$ cat config.mk
export PLATFORM = sky130hd
export DESIGN_NAME = div_signed_seq_flat
export DESIGN_NICKNAME = d
export VERILOG_FILES = /design/src/rtl/div_signed_seq_if.sv /design/src/rtl/div_signed_seq.sv /design/src/flat_wrapper.sv
export SDC_FILE = /design/constraint.sdc
export NUM_CORES = 1
export LEC_CHECK = 0
export BUFFER_PORTS_ARGS = -buffer_cell sky130_fd_sc_hd__buf_2
export CAP_MARGIN = 40
export CELL_PAD_IN_SITES_DETAIL_PLACEMENT = 1
export CELL_PAD_IN_SITES_GLOBAL_PLACEMENT = 1
export CORE_MARGIN = 1
export CORE_UTILIZATION = 48
export DETAILED_ROUTE_END_ITERATION = 8
export PLACE_DENSITY = 0.84
export SLEW_MARGIN = 5
export SYNTH_ARGS = -nofsm -noshare
export SYNTH_HDL_FRONTEND = slang
export SYNTH_SLANG_ARGS = --single-unit
export TNS_END_PERCENT = 10
$ cat constraint.sdc
create_clock -name clock -period 6.05 [get_ports clock]
set_input_delay 0.605 -clock clock [delete_from_list [all_inputs] [get_ports clock]]
set_output_delay 0.605 -clock clock [all_outputs]
set_load 0.05 [all_outputs]
$ cat src/rtl/div_signed_seq_if.sv
// Request/result bundle between the E100 sequencer (master) and the signed divider (slave).
// The remainder signal exists only when DIV_REM_EN is defined.
interface div_signed_seq_if #(parameter int WIDTH = 32);
   // Handshake: the sequencer raises start while busy=0; the divider accepts it on that
   // clock edge, holds busy=1 until results are ready, then pulses done for one cycle.
   logic             start;
   logic [WIDTH-1:0] in1;
   logic [WIDTH-1:0] in2;
   logic             busy;
   logic             done;
   logic [WIDTH-1:0] quotient;
`ifdef DIV_REM_EN
   logic [WIDTH-1:0] remainder;
`endif
   logic             div0;

   modport master (
      output start, in1, in2,
`ifdef DIV_REM_EN
      input  remainder,
`endif
      input  busy, done, quotient, div0
   );

   modport slave (
      input  start, in1, in2,
`ifdef DIV_REM_EN
      output remainder,
`endif
      output busy, done, quotient, div0
   );
endinterface

$ cat src/rtl/div_signed_seq.sv
// Multi-cycle signed divider: restoring division on magnitudes, one quotient bit per cycle,
// then a sign fix-up. Optional remainder output enabled by DIV_REM_EN.
module div_signed_seq #(
   parameter int WIDTH = 32
) (
   input  logic              clock,
   input  logic              reset_n,
   div_signed_seq_if.slave   bus,
   output logic [1:0]        fsm_state
);
   localparam int CW = $clog2(WIDTH) + 1;

   typedef enum logic [1:0] {
      IDLE  = 2'd0,
      RUN   = 2'd1,
      FIXUP = 2'd2
   } state_t;

   state_t           state, state_nx;
   logic [CW-1:0]    counter;
   logic [WIDTH:0]   prem;
   logic [WIDTH-1:0] dvd;
   logic [WIDTH-1:0] dvs;
   logic             sign1, sign2, zdiv;
   logic [WIDTH-1:0] mag1, mag2;
   logic [WIDTH:0]   shifted, trial;

   // Magnitudes wrap for the most negative value, which is then read as unsigned 2^(WIDTH-1).
   always_comb begin
      mag1    = bus.in1[WIDTH-1] ? -bus.in1 : bus.in1;
      mag2    = bus.in2[WIDTH-1] ? -bus.in2 : bus.in2;
      shifted = {prem[WIDTH-1:0], dvd[WIDTH-1]};
      trial   = shifted - {1'b0, dvs};
   end

   always_comb begin
      state_nx = state;
      case (state)
         IDLE:    if (bus.start) state_nx = (bus.in2 == '0) ? FIXUP : RUN;
         RUN:     if (counter == CW'(WIDTH - 1)) state_nx = FIXUP;
         FIXUP:   state_nx = IDLE;
         default: state_nx = IDLE;
      endcase
   end

   always_ff @(posedge clock) begin
      if (!reset_n) state <= IDLE;
      else          state <= state_nx;
   end

   assign bus.busy  = (state != IDLE);
   assign fsm_state = state;

   // The dividend register doubles as the quotient shift register during RUN.
   always_ff @(posedge clock) begin
      if (!reset_n) begin
         counter      <= '0;
         prem         <= '0;
         dvd          <= '0;
         dvs          <= '0;
         sign1        <= 1'b0;
         sign2        <= 1'b0;
         zdiv         <= 1'b0;
         bus.done     <= 1'b0;
         bus.div0     <= 1'b0;
         bus.quotient <= '0;
`ifdef DIV_REM_EN
         bus.remainder <= '0;
`endif
      end else begin
         bus.done <= 1'b0;
         case (state)
            IDLE: begin
               if (bus.start) begin
                  dvd     <= mag1;
                  dvs     <= mag2;
                  sign1   <= bus.in1[WIDTH-1];
                  sign2   <= bus.in2[WIDTH-1];
                  zdiv    <= (bus.in2 == '0);
                  prem    <= '0;
                  counter <= '0;
               end
            end
            RUN: begin
               prem    <= trial[WIDTH] ? shifted : trial;
               dvd     <= {dvd[WIDTH-2:0], ~trial[WIDTH]};
               counter <= counter + 1'b1;
            end
            FIXUP: begin
               bus.done <= 1'b1;
               if (zdiv) begin
                  bus.quotient <= '1;
                  bus.div0     <= 1'b1;
`ifdef DIV_REM_EN
                  // Rebuild the original dividend from its latched magnitude and sign.
                  bus.remainder <= sign1 ? -dvd : dvd;
`endif
               end else begin
                  bus.quotient <= (sign1 ^ sign2) ? -dvd : dvd;
                  bus.div0     <= 1'b0;
`ifdef DIV_REM_EN
                  bus.remainder <= sign1 ? -prem[WIDTH-1:0] : prem[WIDTH-1:0];
`endif
               end
            end
            default: ;
         endcase
      end
   end
endmodule
$ cat src/flat_wrapper.sv
// flat-port wrapper written by rule: the top's interface ports become plain ports
module div_signed_seq_flat 
#(
   parameter int WIDTH = 32
)
  (clock, reset_n, fsm_state, bus_start, bus_in1, bus_in2, bus_busy, bus_done, bus_quotient, bus_div0);
  div_signed_seq_if #(.WIDTH(WIDTH)) bus_i ();
  input  logic clock;
  input  logic reset_n;
  output logic [1:0] fsm_state;
  input wire logic [$bits(bus_i.start)-1:0] bus_start;
  input wire logic [$bits(bus_i.in1)-1:0] bus_in1;
  input wire logic [$bits(bus_i.in2)-1:0] bus_in2;
  output wire logic [$bits(bus_i.busy)-1:0] bus_busy;
  output wire logic [$bits(bus_i.done)-1:0] bus_done;
  output wire logic [$bits(bus_i.quotient)-1:0] bus_quotient;
  output wire logic [$bits(bus_i.div0)-1:0] bus_div0;
  assign bus_i.start = bus_start;
  assign bus_i.in1 = bus_in1;
  assign bus_i.in2 = bus_in2;
  assign bus_busy = bus_i.busy;
  assign bus_done = bus_i.done;
  assign bus_quotient = bus_i.quotient;
  assign bus_div0 = bus_i.div0;
  div_signed_seq #(.WIDTH(WIDTH)) u_core (.clock(clock), .reset_n(reset_n), .bus(bus_i), .fsm_state(fsm_state));
endmodule
# After elaboration in Yosys (flattened, before gate mapping)
# Cells that the tools add are included.
dict set report classes {
  bitwise_logic 2
  n_addsub 5
  mux 17
  n_reduce_logical 7
  eq_ne 5
}
# op n
set ops {}
lappend ops {{two-way mux 32 bit} 7}
lappend ops {{case mux 32 bit (2 select lines)} 2}
lappend ops {{negator 32 bit} 3}
lappend ops {{subtractor 33 x 32 -> 33 bit} 1}
lappend ops {{logical NOT 32 bit} 1}
lappend ops {{case mux 6 bit (2 select lines)} 1}
lappend ops {{adder 6 x 1 -> 6 bit, second input constant} 1}
lappend ops {{== test 6 x 5 -> 1 bit, second input constant} 1}
lappend ops {{two-way mux 2 bit} 3}
lappend ops {{two-way mux 6 bit} 1}
lappend ops {{AND reduction 2 bit} 3}
lappend ops {{case mux 2 bit (2 select lines)} 1}
lappend ops {{nonzero test 2 bit} 2}
lappend ops {{== test 2 x 1 -> 1 bit, second input constant} 1}
lappend ops {{== test 2 bit, second input constant} 1}
lappend ops {{logical NOT 2 bit} 1}
lappend ops {{two-way mux 1 bit} 2}
lappend ops {{!= test 2 x 1 -> 1 bit, second input constant} 1}
lappend ops {{!= test 2 bit, second input constant} 1}
lappend ops {{inverter 1 bit} 1}
lappend ops {{bitwise XOR 1 bit} 1}
dict set report totals {
  inputBits 67
  word_cells 47
  out_inout_bits 37
  register_bits 141
}

# Depth between registers and ports, before layout
# Gate-level depths: netlist of the first run.
dict set report logic_depth {
  depth_word 4
  mapped_depth 15
  depth_no_buf 13
}

# Worst setup path after synthesis of the first run
# Ideal clock, no wire load.
dict set report synth_path {
  kind {input port to flip-flop}
  from {input bus_in2[8]}
  to {register u_core.state[0], in the netlist u_core.fsm_state[0]}
  t_required_ns 5.935
  path_buffers 0
  setup_ns 0.115
  path_slack_ns 2.712
  stages 8
  arrival_time_ns 3.223
  path_cell_list {or4_1 -> or3_1 -> or4_4 -> or4_4 -> or3_4 -> nor4_2 -> o22ai_1 -> and2_1}
}
dict set report synth_via {
  elab_chain_cells 4
}
# item line_no
set synth_rtl {}
lappend synth_rtl {{start, declared} flat_wrapper.sv:13} ;# input wire logic [$bits(bus_i.in2)-1:0] bus_in2;
lappend synth_rtl {{logical NOT 32 bit} div_signed_seq.sv:39} ;# IDLE: if (bus.start) state_nx = (bus.in2 == '0) ? FIXUP : RUN;
lappend synth_rtl {{two-way mux 2 bit (2 in series)} div_signed_seq.sv:39}
lappend synth_rtl {{case mux 2 bit (2 select lines)} div_signed_seq.sv:38} ;# case (state)
lappend synth_rtl {{end signal, assigned} div_signed_seq.sv:48} ;# else state <= state_nx;
lappend synth_rtl {{end, declared} div_signed_seq.sv:19} ;# state_t state, state_nx;
# Every way passes these cells. The select of a mux whose other input is x is not followed.
# A chain may end at the register's enable or synchronous reset.

# Final worst setup path of the first run
dict set report layout_path {
  from {register u_core.dvd[31]}
  to {register u_core.prem[19]}
}
dict set report layout_via {
  elab_chain_cells 3
}
# item line_no
set layout_rtl {}
lappend layout_rtl {{start, declared} div_signed_seq.sv:22} ;# logic [WIDTH-1:0] dvd;
lappend layout_rtl {{start signal, assigned} div_signed_seq.sv:75} ;# dvd <= mag1;
lappend layout_rtl {{start signal, assigned} div_signed_seq.sv:86} ;# dvd <= {dvd[WIDTH-2:0], ~trial[WIDTH]};
lappend layout_rtl {{subtractor 33 x 32 -> 33 bit} div_signed_seq.sv:33} ;# trial = shifted - {1'b0, dvs};
lappend layout_rtl {{two-way mux 32 bit} div_signed_seq.sv:85} ;# prem <= trial[WIDTH] ? shifted : trial;
lappend layout_rtl {{case mux 32 bit (2 select lines)} div_signed_seq.sv:72} ;# case (state)
lappend layout_rtl {{end signal, assigned} div_signed_seq.sv:85}
lappend layout_rtl {{end, declared} div_signed_seq.sv:21} ;# logic [WIDTH:0] prem;
# Every way passes these cells.

==> flow_metrics.py, run 1 <==
metrics = {
    "status": {
        "status": "finished clean",
    },
    "power": {
        "p_sw_share_pct": 35.8,
        "switching_power_w": 0.00105,
        "seq_power_share_pct": 35.9,
        "p_clk_share_pct": 36.7,
        "power_leakage_nw": 4.60,
        "p_int_w": 0.00188,
        "p_per_area_nw_per_um2": 279,
        "comb_power_share_pct": 27.4,
        "vdd_drop_max_v": 0.000224,
    },
    "global_routing": {
        "grt_pass1_wl_mm": 47.7,
        "use_met2_pct": 47.3,
        "grt_pass1_vias": 8993,
        "grtUsageMet3_pct": 3.66,
        "antenna_found_initial": 0,
        "grtUsageMet1_pct": 42.7,
        "grtUsageTotal_pct": 30.0,
        "grt_max_degree": 81,
        "grt_overflow_total": 0,
        "busiest_layer": "met2",
    },
    "clock_tree": {
        "clock_path_buffers": 2,
        "clock-sinks": 141,
        "htreeDepth": 4,
        "cts_made_buffers": 17,
        "clk_pin_slew_ps": 70,
        "cts_tree": "yes",
        "cts_setup_buffers": 0,
        "cts_resized": 0,
        "ctsRootBufferMaster": "clkbuf_16",
        "ctsHoldBuffers": 0,
        "worstSkewPairLatency_ps": 440,
    },
    "drt": {
        "drc_errors": 0,
        "wl_per_cell_microns": 19.7,
        "ant_nets": 0,
        "drtIter0Drc": 681,
        "viasPerCell": 6.18,
        "first_pass_iters": 5,
        "vias": 9194,
        "routed_wirelength_mm": 29.3,
    },
    "die": {
        "coreArea_sq_um": 18800,
        "ios": 104,
        "rows": 50,
        "die-area_sq_um": 19700,
        "initial_utilization_pct": 49.1,
        "die_w_microns": 141,
        "die_h_microns": 141,
    },
    "timing": {
        "fin_crit_sh_pct": 65.4,
        "setup_tns_ps": 0,
        "hold_viol": 0,
        "fmax_mhz": 253,
        "worst_pin_slew_ps": 915,
        "rsz0062_at_grt": "false",
        "finClkSkew_ps": 12.5,
        "setup-violations-final": 0,
        "period_minus_slack_ps": 3950,
        "relSlewSlack_pct": 38.8,
        "slew_viol_final": 0,
    },
    "job": {
        "cap_viol_max_count": 0,
    },
    "synth": {
        "synth-seq-area-share_pct": 30.7,
        "synth_edf_count": 0,
        "avgSynthCellArea_sq_um": 7.84,
        "synth_cell_types": 65,
        "synth_flop_cell": "dfxtp_1",
        "synth-async-reset-ratio_pct": 0,
        "synth_area_sq_um": 9210,
        "yosysWarnings": 0,
        "ys_ff_latch": 141,
        "syn-num-nets": 1278,
        "synth_cells": 1174,
    },
    "final_layout": {
        "layout_commonest_cell": "dfxtp_1",
        "final_util_pct": 56.0,
        "nNetsFinal": 1344,
        "final_layout_size_suffix_gt1_share_pct": 13.2,
        "final_cell_mix": "141 x dfxtp_1, 135 x nand2_1, 103 x buf_2, 100 x o21ai_0, 89 x a21oi_1",
        "diodes": 0,
        "area_growth_pct": 14.0,
    },
    "placement": {
        "portBuffers": 103,
        "routabilityCongestion": 0.876,
        "dp.final_hpwl_mm": 20.8,
    },
    "worst_setup_path": {
        "path_max_fanout": 10,
        "r2r_slack_ps": 2100,
        "end_kind": "flop",
        "arrival_ps": 4330,
        "worstSetupPathType": "flop to flop",
        "worstPathRequired_ps": 6420,
        "worstReg2RegStart": "u_core.dvd[31]$_SDFFE_PN0P_",
        "worst_r2r_path_depth": 15,
        "r2r_end": "u_core.prem[19]$_SDFFE_PN0P_",
        "critPathLaunchType": "flop",
    },
    "worst_hold_path": {
        "hold_start": "u_core.prem[20]$_SDFFE_PN0P_",
        "hold_depth": 2,
        "hp-class": "flop to flop",
        "whs_endpoint": "u_core.prem[20]$_SDFFE_PN0P_",
    },
}
## synthesized netlist by cell type (all sizes together) (3+ instances only)
cell type	count	area [sq um]
or3	21	141
a32oi	12	105
and2	13	81.3
nor3	22	110
mux2i	14	140
o31ai	22	170
a211oi	4	35.0
o21a	3	22.5
nor2b	30	188
nor4	8	56.3
nand3	18	90.1
mux2	3	33.8
nand2	135	507
inv	69	259
o221ai	11	96.3
buf	8	33.8
o21ai	104	521
a21o	20	150
a211o	3	26.3
xor2	48	420
o211a	33	330
xnor2	66	578
nand2b	5	31.3
nor2	61	229
nand4	7	43.8
o22ai	4	25.0
o41ai	4	35.0
a21boi	17	128
or4	9	78.8
a31oi	10	62.6
nor3b	5	37.5
ha	36	450
a21oi	89	445
a221oi	20	175
o211ai	5	37.5
dfxtp	141	2820
clkbuf	62	233
o21bai	7	52.6
## critical path, stage by stage, from the launching register on
cell and delay, ps:
dfxtp_1 350, inv_1 70, ha_1 160, inv_1 60, fa_1 420, a211oi_1 230
o21ai_0 260, o2111a_1 320, o2111ai_1 290, a2111oi_0 180, buf_1 160, a211oi_4 580
buf_4 350, nand3_1 110, mux2_2 300, nand2_1 60
## power by group through the flow
stage / clock network (W) / logic [W] / registers, W
2_1_floorplan: 0 / 0.000525 / 0.00109
3_3_place_gp: 0 / 0.000741 / 0.00106
3_5_place_dp: 0 / 0.000776 / 0.00107
4_1_cts: 0.00107 / 0.000793 / 0.00105
5_1_grt: 0.00112 / 0.000873 / 0.00106
6_report: 0.00107 / 0.000802 / 0.00105
## kinds of logic (layout without fill, tap and decap cells)
| kind of cell | Yosys count | in the layout | synth area share, % |
|---|---|---|---|
| compound gates | 386 | 386 | 28.0 |
| simple gates | 340 | 340 | 17.8 |
| flops | 141 | 141 | 30.7 |
| buf+inv | 139 | 218 | 5.71 |
| xor+xnor | 114 | 114 | 10.8 |
| fa+ha+maj | 37 | 37 | 5.11 |
| mux | 17 | 17 | 1.89 |
## cell type report
| cell class | count | area (sq um) |
|---|---|---|
| tap | 234 | 293 |
| clock buffer | 17 | 425 |
| clock inverter | 15 | 174 |
| multi-input combinational | 894 | 5870 |
| sequential | 141 | 2820 |
| timing repair buffer | 117 | 656 |
| fill | 2370 | 8270 |
| inverter | 69 | 259 |
## flip-flops by register name, summed over array words and instances (netlist names)
signal               flops
u_core.bus.quotient     32
u_core.dvd              32
u_core.dvs              32
u_core.prem             32
u_core.counter           6
u_core.fsm_state         2
u_core.bus.div0          1
u_core.bus.done          1
u_core.sign1             1
u_core.sign2             1
u_core.zdiv              1
## through the flow
step	hold slack (ps)	cell area, sq um	power [W]	std cells	worst slack [ps]
2_1_floorplan	443	9210	0.00161	1174	2710
5_1_grt	508	10500	0.00305	1487	1900
6_report	491	10500	0.00293	1487	2100
4_1_cts	492	10500	0.00291	1487	2120
3_5_place_dp	477	9900	0.00184	1455	2160
3_3_place_gp	460	9820	0.00180	1449	2010
## worst max-delay path by stage
| stage | slack [ps] | endpoint | cells after the start | startpoint |
|---|---|---|---|---|
| 3_3_place_gp | 2010 | u_core.prem[19]$_SDFFE_PN0P_ | 13 | u_core.dvd[31]$_SDFFE_PN0P_ |
| 3_5_place_dp | 2160 | u_core.prem[19]$_SDFFE_PN0P_ | 15 | u_core.dvd[31]$_SDFFE_PN0P_ |
| 5_1_grt | 1900 | u_core.prem[10]$_SDFFE_PN0P_ | 14 | u_core.dvd[31]$_SDFFE_PN0P_ |
| 2_1_floorplan | 2710 | u_core.fsm_state[0]$_SDFFE_PN0P_ | 8 | bus_in2[8] |
| 4_1_cts | 2120 | u_core.prem[19]$_SDFFE_PN0P_ | 15 | u_core.dvd[31]$_SDFFE_PN0P_ |
| 6_report | 2100 | u_core.prem[19]$_SDFFE_PN0P_ | 15 | u_core.dvd[31]$_SDFFE_PN0P_ |
## per-layer routing
layer / vias to the layer above / part of all wire [%] / wire length [microns]
li1: 4343 / - / -
met1: 4503 / 47 / 13900
met2: 291 / 45 / 13200
met3: 57 / 5.5 / 1610
met4: 0 / 2.0 / 571
met5: - / 0 / 0
No activity file was read; power rests on OpenSTA's default activity.
==> run 2: changes to the inputs <==
--- a/config.mk
+++ b/config.mk
@@ -10,9 +10,9 @@
 export CELL_PAD_IN_SITES_DETAIL_PLACEMENT = 1
 export CELL_PAD_IN_SITES_GLOBAL_PLACEMENT = 1
 export CORE_MARGIN = 1
-export CORE_UTILIZATION = 48
+export CORE_UTILIZATION = 40
 export DETAILED_ROUTE_END_ITERATION = 8
-export PLACE_DENSITY = 0.84
+export PLACE_DENSITY = 0.74
 export SLEW_MARGIN = 5
 export SYNTH_ARGS = -nofsm -noshare
 export SYNTH_HDL_FRONTEND = slang
==> constraint.sdc (replaced) <==
create_clock -name clock -period 3.55 [get_ports clock]
set_input_delay 0.355 -clock clock [delete_from_list [all_inputs] [get_ports clock]]
set_output_delay 0.355 -clock clock [all_outputs]
set_load 0.05 [all_outputs]
==> flow_metrics.py, run 2 (synthesis results as in run 1) <==
metrics = {
    "status": {
        "status": "finished clean",
    },
    "final_layout": {
        "final_layout_size_suffix_gt1_share_pct": 14.6,
        "diodes": 0,
        "final_cell_area_sq_um": 10700,
        "nNetsFinal": 1363,
        "area_growth_pct": 15.9,
        "layout_commonest_cell": "dfxtp_1",
        "final_cell_mix": "141 x dfxtp_1, 135 x nand2_1, 103 x buf_2, 99 x o21ai_0, 89 x a21oi_1",
    },
    "drt": {
        "drc_errors": 0,
        "first_pass_iters": 4,
        "ant_nets": 0,
        "routed_wirelength_mm": 28.7,
        "vias": 8942,
        "wl_per_cell_microns": 18.5,
        "viasPerCell": 5.74,
        "drtIter0Drc": 591,
    },
    "clock_tree": {
        "clock_path_buffers": 2,
        "cts_setup_buffers": 0,
        "ctsRootBufferMaster": "clkbuf_16",
        "clk_pin_slew_ps": 70,
        "ctsHoldBuffers": 0,
        "clock-sinks": 141,
        "cts_tree": "yes",
        "cts_resized": 0,
        "cts_made_buffers": 17,
        "worstSkewPairLatency_ps": 430,
        "htreeDepth": 4,
    },
    "timing": {
        "setup-violations-final": 0,
        "worst_pin_slew_ps": 813,
        "setup_tns_ps": 0,
        "relSlewSlack_pct": 45.8,
        "fin_crit_sh_pct": 92.9,
        "slew_viol_final": 0,
        "setup_ws_ps": 253,
        "period_minus_slack_ps": 3300,
        "fmax_mhz": 303,
        "rsz0062_at_grt": "false",
        "hold_viol": 0,
        "finClkSkew_ps": 10.9,
    },
    "placement": {
        "dp_slack_ps": 130,
        "dpl_cell_area_sq_um": 10100,
        "portBuffers": 103,
        "routabilityCongestion": 0.891,
        "dp.final_hpwl_mm": 21.5,
    },
    "worst_setup_path": {
        "worstSetupPathType": "flop to flop",
        "critPathLaunchType": "flop",
        "worstPathRequired_ps": 3930,
        "arrival_ps": 3680,
        "worstReg2RegStart": "u_core.dvd[31]$_SDFFE_PN0P_",
        "worst_r2r_path_depth": 14,
        "path_max_fanout": 4,
        "r2r_slack_ps": 250,
        "r2r_end": "u_core.prem[29]$_SDFFE_PN0P_",
        "end_kind": "flop",
    },
    "power": {
        "p_per_area_nw_per_um2": 463,
        "power_leakage_nw": 4.67,
        "vdd_drop_max_v": 0.000321,
        "total_power_w": 0.00494,
    },
    "die": {
        "die_h_microns": 154,
        "die_w_microns": 154,
        "die-area_sq_um": 23600,
        "ios": 104,
        "rows": 55,
        "initial_utilization_pct": 40.7,
        "coreArea_sq_um": 22600,
    },
    "worst_hold_path": {
        "hold_depth": 4,
        "hp-class": "input pin to flop",
        "hold_start": "bus_in2[11]",
        "whs_endpoint": "u_core.dvs[11]$_SDFFE_PN0P_",
    },
    "job": {
        "cap_viol_max_count": 0,
    },
    "global_routing": {
        "grt_max_degree": 54,
        "grt_overflow_total": 0,
        "grt_pass1_vias": 8888,
        "antenna_found_initial": 0,
        "grtUsageTotal_pct": 24.7,
        "grt_pass1_wl_mm": 47.0,
    },
}
[run 2: cell types whose count changed in the layout (fill, tap and decap cells not counted), sizes merged]
cell / delta
clkinvlp: +1
buf: +19
bufinv: -1
[run 2: cell type report]
| class | count | area (sq um) |
|---|---|---|
| Fill cell | 2800 | 12000 |
| Multi-Input combinational cell | 894 | 5880 |
| Sequential cell | 141 | 2820 |
| Timing Repair Buffer | 136 | 771 |
| Clock buffer | 17 | 425 |
| Tap cell | 285 | 357 |
| Inverter | 69 | 259 |
| Clock inverter | 15 | 166 |
[run 2: layer usage]
| layer | track usage [%] | wire length, microns | part of all wire (%) | vias to the layer above |
|---|---|---|---|---|
| li1 | - | - | - | 4376 |
| met5 | 0 | 0 | 0 | - |
| met3 | 3.55 | 1020 | 3.6 | 28 |
| met1 | 35.0 | 14200 | 49 | 4386 |
| met2 | 39.1 | 13100 | 46 | 152 |
| met4 | 6.57 | 425 | 1.5 | 0 |
[run 2: worst max-delay path by stage]
stage                                            from                                to  slack, ps  cells after the start
after global placement                     bus_in2[8]  u_core.fsm_state[0]$_SDFFE_PN0P_        170                     10
after detailed placement                   bus_in2[8]  u_core.fsm_state[0]$_SDFFE_PN0P_        130                     10
after floorplan           u_core.dvd[31]$_SDFFE_PN0P_      u_core.prem[10]$_SDFFE_PN0P_        230                     13
after global routing      u_core.dvd[31]$_SDFFE_PN0P_       u_core.prem[8]$_SDFFE_PN0P_        0.1                     15
after CTS                 u_core.dvd[31]$_SDFFE_PN0P_       u_core.prem[9]$_SDFFE_PN0P_        190                     14
final                     u_core.dvd[31]$_SDFFE_PN0P_      u_core.prem[29]$_SDFFE_PN0P_        250                     14
[run 2: power by group]
group | total, W | leakage [nW] | internal [W] | switching, W
Clock | 0.00178 | 0.283 | 0.000944 | 0.000840
Sequential | 0.00179 | 1.15 | 0.00169 | 0.000105
Combinational | 0.00136 | 3.23 | 0.000528 | 0.000837
Total | 0.00494 | 4.67 | 0.00316 | 0.00178
[run 2: stage by stage]
stage / hold slack (ps) / std cells / utilization (%)
floorplan: 443 / 1174 / -
global placement: 458 / 1522 / 44.4
detailed placement: 483 / 1525 / 44.5
CTS: 294 / 1557 / 47.1
global route: 315 / 1557 / 47.2
finish: 305 / 1557 / 47.2
[run 2: worst max-delay path, cell delays in order (launching register included)]
cell       delay, ps
dfxtp_1          310
inv_1             50
ha_1             170
inv_1             60
fa_1             420
a211oi_1         230
o21ai_1          140
o2111a_1         280
o2111ai_1        250
a2111oi_0        150
buf_1            160
a211o_1          330
or3_1            380
mux2_2           270
nand2_1           50
